$ cat config.mk
export PLATFORM = sky130hd
export DESIGN_NAME = bitwise_stim
export DESIGN_NICKNAME = d
export VERILOG_FILES = /design/src/rtl/bitwise_stim.sv
export SDC_FILE = /design/constraint.sdc
export NUM_CORES = 1
export LEC_CHECK = 0
export CAP_MARGIN = 20
export CORE_MARGIN = 2
export CORE_UTILIZATION = 50
export CTS_CLUSTER_DIAMETER = 80
export CTS_CLUSTER_SIZE = 16
export DETAILED_ROUTE_END_ITERATION = 6
export PLACE_DENSITY = 0.8
export SYNTH_ARGS = -nofsm -noshare
export SYNTH_HDL_FRONTEND = slang
export SYNTH_SLANG_ARGS = --single-unit
$ cat constraint.sdc
create_clock -name clk -period 1.9 [get_ports clk]
set_input_delay 0.57 -clock clk [delete_from_list [all_inputs] [get_ports clk]]
set_output_delay 0.57 -clock clk [all_outputs]
set_load 0.05 [all_outputs]
$ cat src/rtl/bitwise_stim.sv
// Operand stimulus generator for the bitwise unit: emits an exhaustive or LFSR
// sequence of (a, b) pairs over a valid/ready handshake.
module bitwise_stim #(
    parameter int unsigned WIDTH = 4
) (
    input  logic                 clk,
    input  logic                 rst_n,
    input  logic                 start,
    input  logic                 mode,
    input  logic [2*WIDTH-1:0]   seed,
    input  logic                 ready,
    output logic [WIDTH-1:0]     a,
    output logic [WIDTH-1:0]     b,
    output logic                 valid,
    output logic                 last,
    output logic                 busy,
    output logic                 done,
    output logic [2*WIDTH:0]     count
);

    localparam int unsigned SW = 2 * WIDTH;
    localparam int unsigned CW = SW + 1;

    // Maximal-length Fibonacci taps for the supported state widths.
    localparam logic [7:0]    TapsAll = (SW == 8) ? 8'hB8 : (SW == 6) ? 8'h30 : 8'h0C;
    localparam logic [SW-1:0] Taps    = TapsAll[SW-1:0];

    typedef enum logic [1:0] {StIdle, StRun, StDone} state_e;

    state_e          st_q, st_d;
    logic [SW-1:0]   s_q, s_d;
    logic            mode_q, mode_d;
    logic [CW-1:0]   cnt_q, cnt_d;
    logic            valid_q, valid_d;
    logic            last_q, last_d;
    logic            done_q, done_d;

    logic            fb;
    logic [SW-1:0]   s_next;
    logic [CW-1:0]   cnt_inc;
    logic [CW-1:0]   last_idx;

    always_comb begin
        fb       = ^(s_q & Taps);
        s_next   = mode_q ? {s_q[SW-2:0], fb} : s_q + SW'(1);
        cnt_inc  = cnt_q + CW'(1);
        // Index of the final pair: P-1, with P = 2^SW or 2^SW-1.
        last_idx = mode_q ? {1'b0, {(SW-1){1'b1}}, 1'b0} : {1'b0, {SW{1'b1}}};
    end

    always_comb begin
        st_d    = st_q;
        s_d     = s_q;
        mode_d  = mode_q;
        cnt_d   = cnt_q;
        valid_d = valid_q;
        last_d  = last_q;
        done_d  = 1'b0;
        unique case (st_q)
            StIdle: begin
                if (start) begin
                    st_d    = StRun;
                    mode_d  = mode;
                    s_d     = mode ? ((seed == '0) ? SW'(1) : seed) : '0;
                    cnt_d   = '0;
                    valid_d = 1'b1;
                    last_d  = 1'b0;
                end
            end
            StRun: begin
                if (ready) begin
                    s_d   = s_next;
                    cnt_d = cnt_inc;
                    if (last_q) begin
                        st_d    = StDone;
                        valid_d = 1'b0;
                        last_d  = 1'b0;
                        done_d  = 1'b1;
                    end else begin
                        last_d = (cnt_inc == last_idx);
                    end
                end
            end
            StDone: begin
                st_d = StIdle;
            end
            default: begin
                st_d    = StIdle;
                valid_d = 1'b0;
                last_d  = 1'b0;
            end
        endcase
    end

    always_ff @(posedge clk) begin
        if (!rst_n) begin
            st_q    <= StIdle;
            s_q     <= '0;
            mode_q  <= 1'b0;
            cnt_q   <= '0;
            valid_q <= 1'b0;
            last_q  <= 1'b0;
            done_q  <= 1'b0;
        end else begin
            st_q    <= st_d;
            s_q     <= s_d;
            mode_q  <= mode_d;
            cnt_q   <= cnt_d;
            valid_q <= valid_d;
            last_q  <= last_d;
            done_q  <= done_d;
        end
    end

    assign a     = s_q[SW-1:WIDTH];
    assign b     = s_q[WIDTH-1:0];
    assign valid = valid_q;
    assign last  = last_q;
    assign busy  = (st_q == StRun);
    assign done  = done_q;
    assign count = cnt_q;

endmodule
After elaboration in Yosys (flattened, before gate mapping)
Index checks and enable logic that the tools add are counted.

Flip-flop bits (word level): 23. Input port bits: 13. Output and inout bits: 21. Word-level logic and storage cells: 49.

Add/subtract/negate cells: 2. Eq/ne operators: 6. Mux-type cells: 23. Bitwise gates (word level): 1. Reduce and logical (&&, ||, !) cells: 10.

Operators with widths (count): $mux 8 (5); $mux 9 (2); $pmux 9 s2 (1); $pmux 8 s2 (1); $reduce_and 3->1 (4); $add 9x1->9 const B (1); $eq 9x8->1 (1); $add 8x1->8 const B (1); $logic_not 8->1 (1); $mux 1 (8); $reduce_xor 8->1 (1); $mux 2 (3); $pmux 1 s3 (2); $ne 2x2->1 const B (2); $pmux 2 s2 (1); $reduce_and 4->1 (1); $eq 2x1->1 const B (1); $eq 2x2->1 const B (1); $logic_not 2->1 (1); $ne 2x1->1 const B (1); $reduce_and 2->1 (1); $reduce_bool 2->1 (1); $not 1->1 (1).

Logic depth before layout (Yosys ltp)
Depth after elaboration: 5. Gate-level depth with buffers: 7. Gate-level depth less buffers: 5.

Worst setup path after synthesis
OpenSTA, ideal clock, no wires.

Kind: flip-flop to flip-flop. Start: register cnt_q[1] (netlist: count[1]). End: register cnt_q[8] (netlist: count[8]). Library setup time: 58 ps. Arrival: 1820 ps. Required time: 1842 ps. Setup slack: 22 ps. Cell stages (with the launch flop): 7. Path buffers: 1. Clock period less this slack: 1878 ps. Cells stage by stage: dfxtp_1 -> ha_1 -> buf_2 -> nand4_1 -> or3_1 -> a21oi_1 -> o21a_1.

Cells in the longest elaborated chain, start to end: 3.

Ends and longest elaborated chain: from (decl) (RTL line 33) `logic [CW-1:0] cnt_q, cnt_d;`; from (signal assigned) (RTL line 108) `cnt_q <= cnt_d;`; $add 9x1->9 (RTL line 46) `cnt_inc = cnt_q + CW'(1);`; $mux 9 (RTL line 71) `if (ready) begin`; $pmux 9 s2 (RTL line 59) `unique case (st_q)`.

Every way passes these cells. The select of a mux whose other input is x is not followed. A chain may end at the register's enable or synchronous reset.

Worst setup path in the final report
Start: register st_q[1]. End: output port busy.

Cells in the longest elaborated chain, start to end: 1.

Ends and longest elaborated chain: from (decl) (RTL line 30) `state_e st_q, st_d;`; from (signal assigned) (RTL line 97) `st_q <= StIdle;`; from (signal assigned) (RTL line 105) `st_q <= st_d;`; $eq 2x1->1 (RTL line 119) `assign busy = (st_q == StRun);`; to (decl) (RTL line 16) `output logic busy,`.

Every way passes these cells.

==> metrics.cfg <==
[floorplan]
dieArea_um2=3439
initial_utilization=0.5321
rows=19
ioPinCount=34
die_w_um=58.64
die_y_um=58.64
core_um2=2805

[setup_path]
critPathCaptureType=output port
arrival_ps=1230
r2r_cells=4
cp_num_cells=3
r2r-end=count[7]$_SDFFE_PN0P_
r2r_start=count[4]$_SDFFE_PN0P_
path_buf_inv=2
endpoint=busy
crit_required_ps=1330
critPathKind=reg2out
startpoint_type=flop
crit_path_top_delay_cell=dfxtp_2
r2r_setup_slack_ps=300
critical-path-max-stage-delay_ps=390
path_max_fanout=8
path_cells=nand2b_1, inv_2, buf_12
setup.worst_path.start=st_q[1]$_SDFFE_PN0P_
cp_top_family=flip-flops

[global_routing]
gr-total-overflow=0
grt_pass1_wl_mm=7.445
track_usage=0.2775
grt_pass1_vias=1578
antenna_found_initial=0
grt_max_degree=19

[sta]
finalCriticalPeriod_ps=1796
rsz0062_at_grt=no
fmax_ghz=0.5567
drv_slew=0
final-setup-viol-count=0
tns_ps=0
hold_viol=0
slew_headroom=0.5834
tightest_slew_ps=624.0
finClkSkew_ps=4.905
finalCritPeriodShare=0.9454

[final_layout]
fillers=223
multiInputGateArea_um2=918.4
drive_gt1_frac=0.2500
syn2layout_area_growth_pct=42.08
final_net_count=249
antennaDiodeCount=0
regArea_um2=462.9

[logic_synthesis]
synthXorXnorAreaFrac=0.03521
synth_common_cells=23 x dfxtp_1, 15 x a21oi_1, 15 x nand2_1, 15 x o21ai_0, 11 x nor2_1
synth_area_leaders=dfxtp_1 31%, a21oi_1 5.0%, o21ai_0 5.0%
synthMuxAreaShare=0.01425
yosysTopAreaCell=dfxtp_1
synth_edf_count=0
synthAdderAreaFrac=0.02515
yosysWarnings=0
syn_area_um2=1493
async_flop_share=0
synth-simple-area-share=0.2976
postSynthCellCount=186
yosysTopAreaCellShare=0.3085
synth_top_flop_cell=dfxtp_1
yosysMostFrequentCell=dfxtp_1
synth_compound_area_frac=0.2431
synth-seq-cells=23
syn_nets=202
ys_types=49
synth_top_family_by_area=simple AND/OR/NAND/NOR gates
syn_avg_cell_area_um2=8.025
synth-seq-area-share=0.3085

[clocking]
cts_tree=done
clockBufferDepth=2
cts_inserted_buffers=3
clock-sinks=23
root_buffer=clkbuf_4
htreeDepth=1
clkTransAtPathRegs_ps=140
clock_latency_ps=330
cts_setup_buffers=0

[detailed_routing]
drc=2
ant_nets=0
vias_per_cell=6.285
drt_iter0_markers=137
drt_first_pass_iters=6
wire_per_inst_um=16.38
drt-total-wl_mm=4.308
vias=1653

[placement]
dp_hpwl_mm=3.232
gp_congestion=0.8793
io_buffers=33

[job]
maxCapViolations=0

[pwr]
p_total_mw=1.162
vdd_ir_drop_max_mv=0.3362
p_leak_nw=0.8429
powerDensity_nw_per_um2=548.1

[status]
status=finished, violations left
violations=DRC

[hold_path]
hp-class=reg2reg

==> layer usage <==
layer / global-route usage / part of all wire / vias up
li1: - / - / 787
met1: 0.3946 / 0.45 / 782
met2: 0.4366 / 0.46 / 77
met3: 0.03736 / 0.080 / 7
met4: 0.08766 / 0.012 / 0
met5: 0 / 0 / -
==> state kept, by name (all words and copies together), names as in the netlist <==
| signal | cells |
|---|---|
| count | 9 |
| done | 1 |
| last | 1 |
| mode_q | 1 |
| s_q | 8 |
| st_q | 2 |
| valid | 1 |
==> worst reg2reg max path: stages, from the launching register on <==
cell and delay (ps):
dfxtp_1 530, nand3_1 230, nor4_1 350, mux2_2 370
nor2_1 80
==> worst min path at each step <==
stage | from | end | slack, ps | cells after the start
2_1_floorplan | st_q[0]$_SDFFE_PN0P_ | mode_q$_SDFFE_PN0P_ | 640 | 4
3_3_place_gp | valid$_SDFFE_PN0P_ | valid$_SDFFE_PN0P_ | 470 | 2
3_5_place_dp | valid$_SDFFE_PN0P_ | valid$_SDFFE_PN0P_ | 490 | 2
4_1_cts | valid$_SDFFE_PN0P_ | valid$_SDFFE_PN0P_ | 510 | 2
5_1_grt | valid$_SDFFE_PN0P_ | valid$_SDFFE_PN0P_ | 540 | 2
6_report | valid$_SDFFE_PN0P_ | valid$_SDFFE_PN0P_ | 510 | 2
==> area by class of cell <==
type | instances | share of cell area
Clock buffer | 3 | 0.01062
Tap cell | 31 | 0.01829
Multi-Input combinational cell | 143 | 0.4330
Clock inverter | 1 | 0.002360
Inverter | 6 | 0.01062
Sequential cell | 23 | 0.2183
Timing Repair Buffer | 56 | 0.3068
==> layout by cell type, fill, tap and decap left out, types with 4 or more instances in the layout <==
cell | synthesis | routed
o21ai_0 | 15 | 15
nand3_1 | 10 | 10
nor2_1 | 11 | 11
dfxtp_1 | 23 | 21
inv_1 | 6 | 5
a31oi_1 | 6 | 6
nand4_1 | 5 | 5
clkdlybuf4s50_1 | 0 | 12
a21oi_1 | 15 | 15
xnor2_1 | 4 | 4
nor4_1 | 5 | 5
nand2_1 | 15 | 15
buf_12 | 1 | 16
o21a_1 | 5 | 5
buf_4 | 0 | 28
and3_1 | 5 | 5
a311oi_1 | 5 | 5
==> metrics by stage <==
| stage | instances | utilization | setup WS [ps] | hold WS (ps) | cell area, µm² |
|---|---|---|---|---|---|
| global route | 263 | 0.7560 | 42.10 | 536.4 | 2121 |
| floorplan | 186 | - | 22.25 | 642.6 | 1493 |
| global placement | 259 | 0.7453 | -177.3 | 467.5 | 2091 |
| detailed placement | 259 | 0.7453 | -240.9 | 494.9 | 2091 |
| finish | 263 | 0.7560 | 103.7 | 509.7 | 2121 |
| CTS | 263 | 0.7556 | 38.07 | 513.8 | 2120 |
==> kinds of logic after synthesis <==
family,Yosys count
fa+ha+maj,3
mux,2
buf+inv,20
xor+xnor,6
flops,23
simple gates,75
compound gates,57
==> timing repair <==
| item | in CTS | in global routing |
|---|---|---|
| resized for setup | 2 | 1 |
| hold buffers | 0 | 0 |
| endpoints found under the setup margin | 1 | 1 |
| endpoints found under the hold margin | 0 | 0 |
==> power by group <==
part	leakage [nW]	switching [mW]	internal, mW
clock	0.0177	0.167	0.0791
sequential	0.188	0.0418	0.504
combinational	0.637	0.194	0.177
total	0.843	0.402	0.760
No activity file was read; power rests on OpenSTA's default activity.
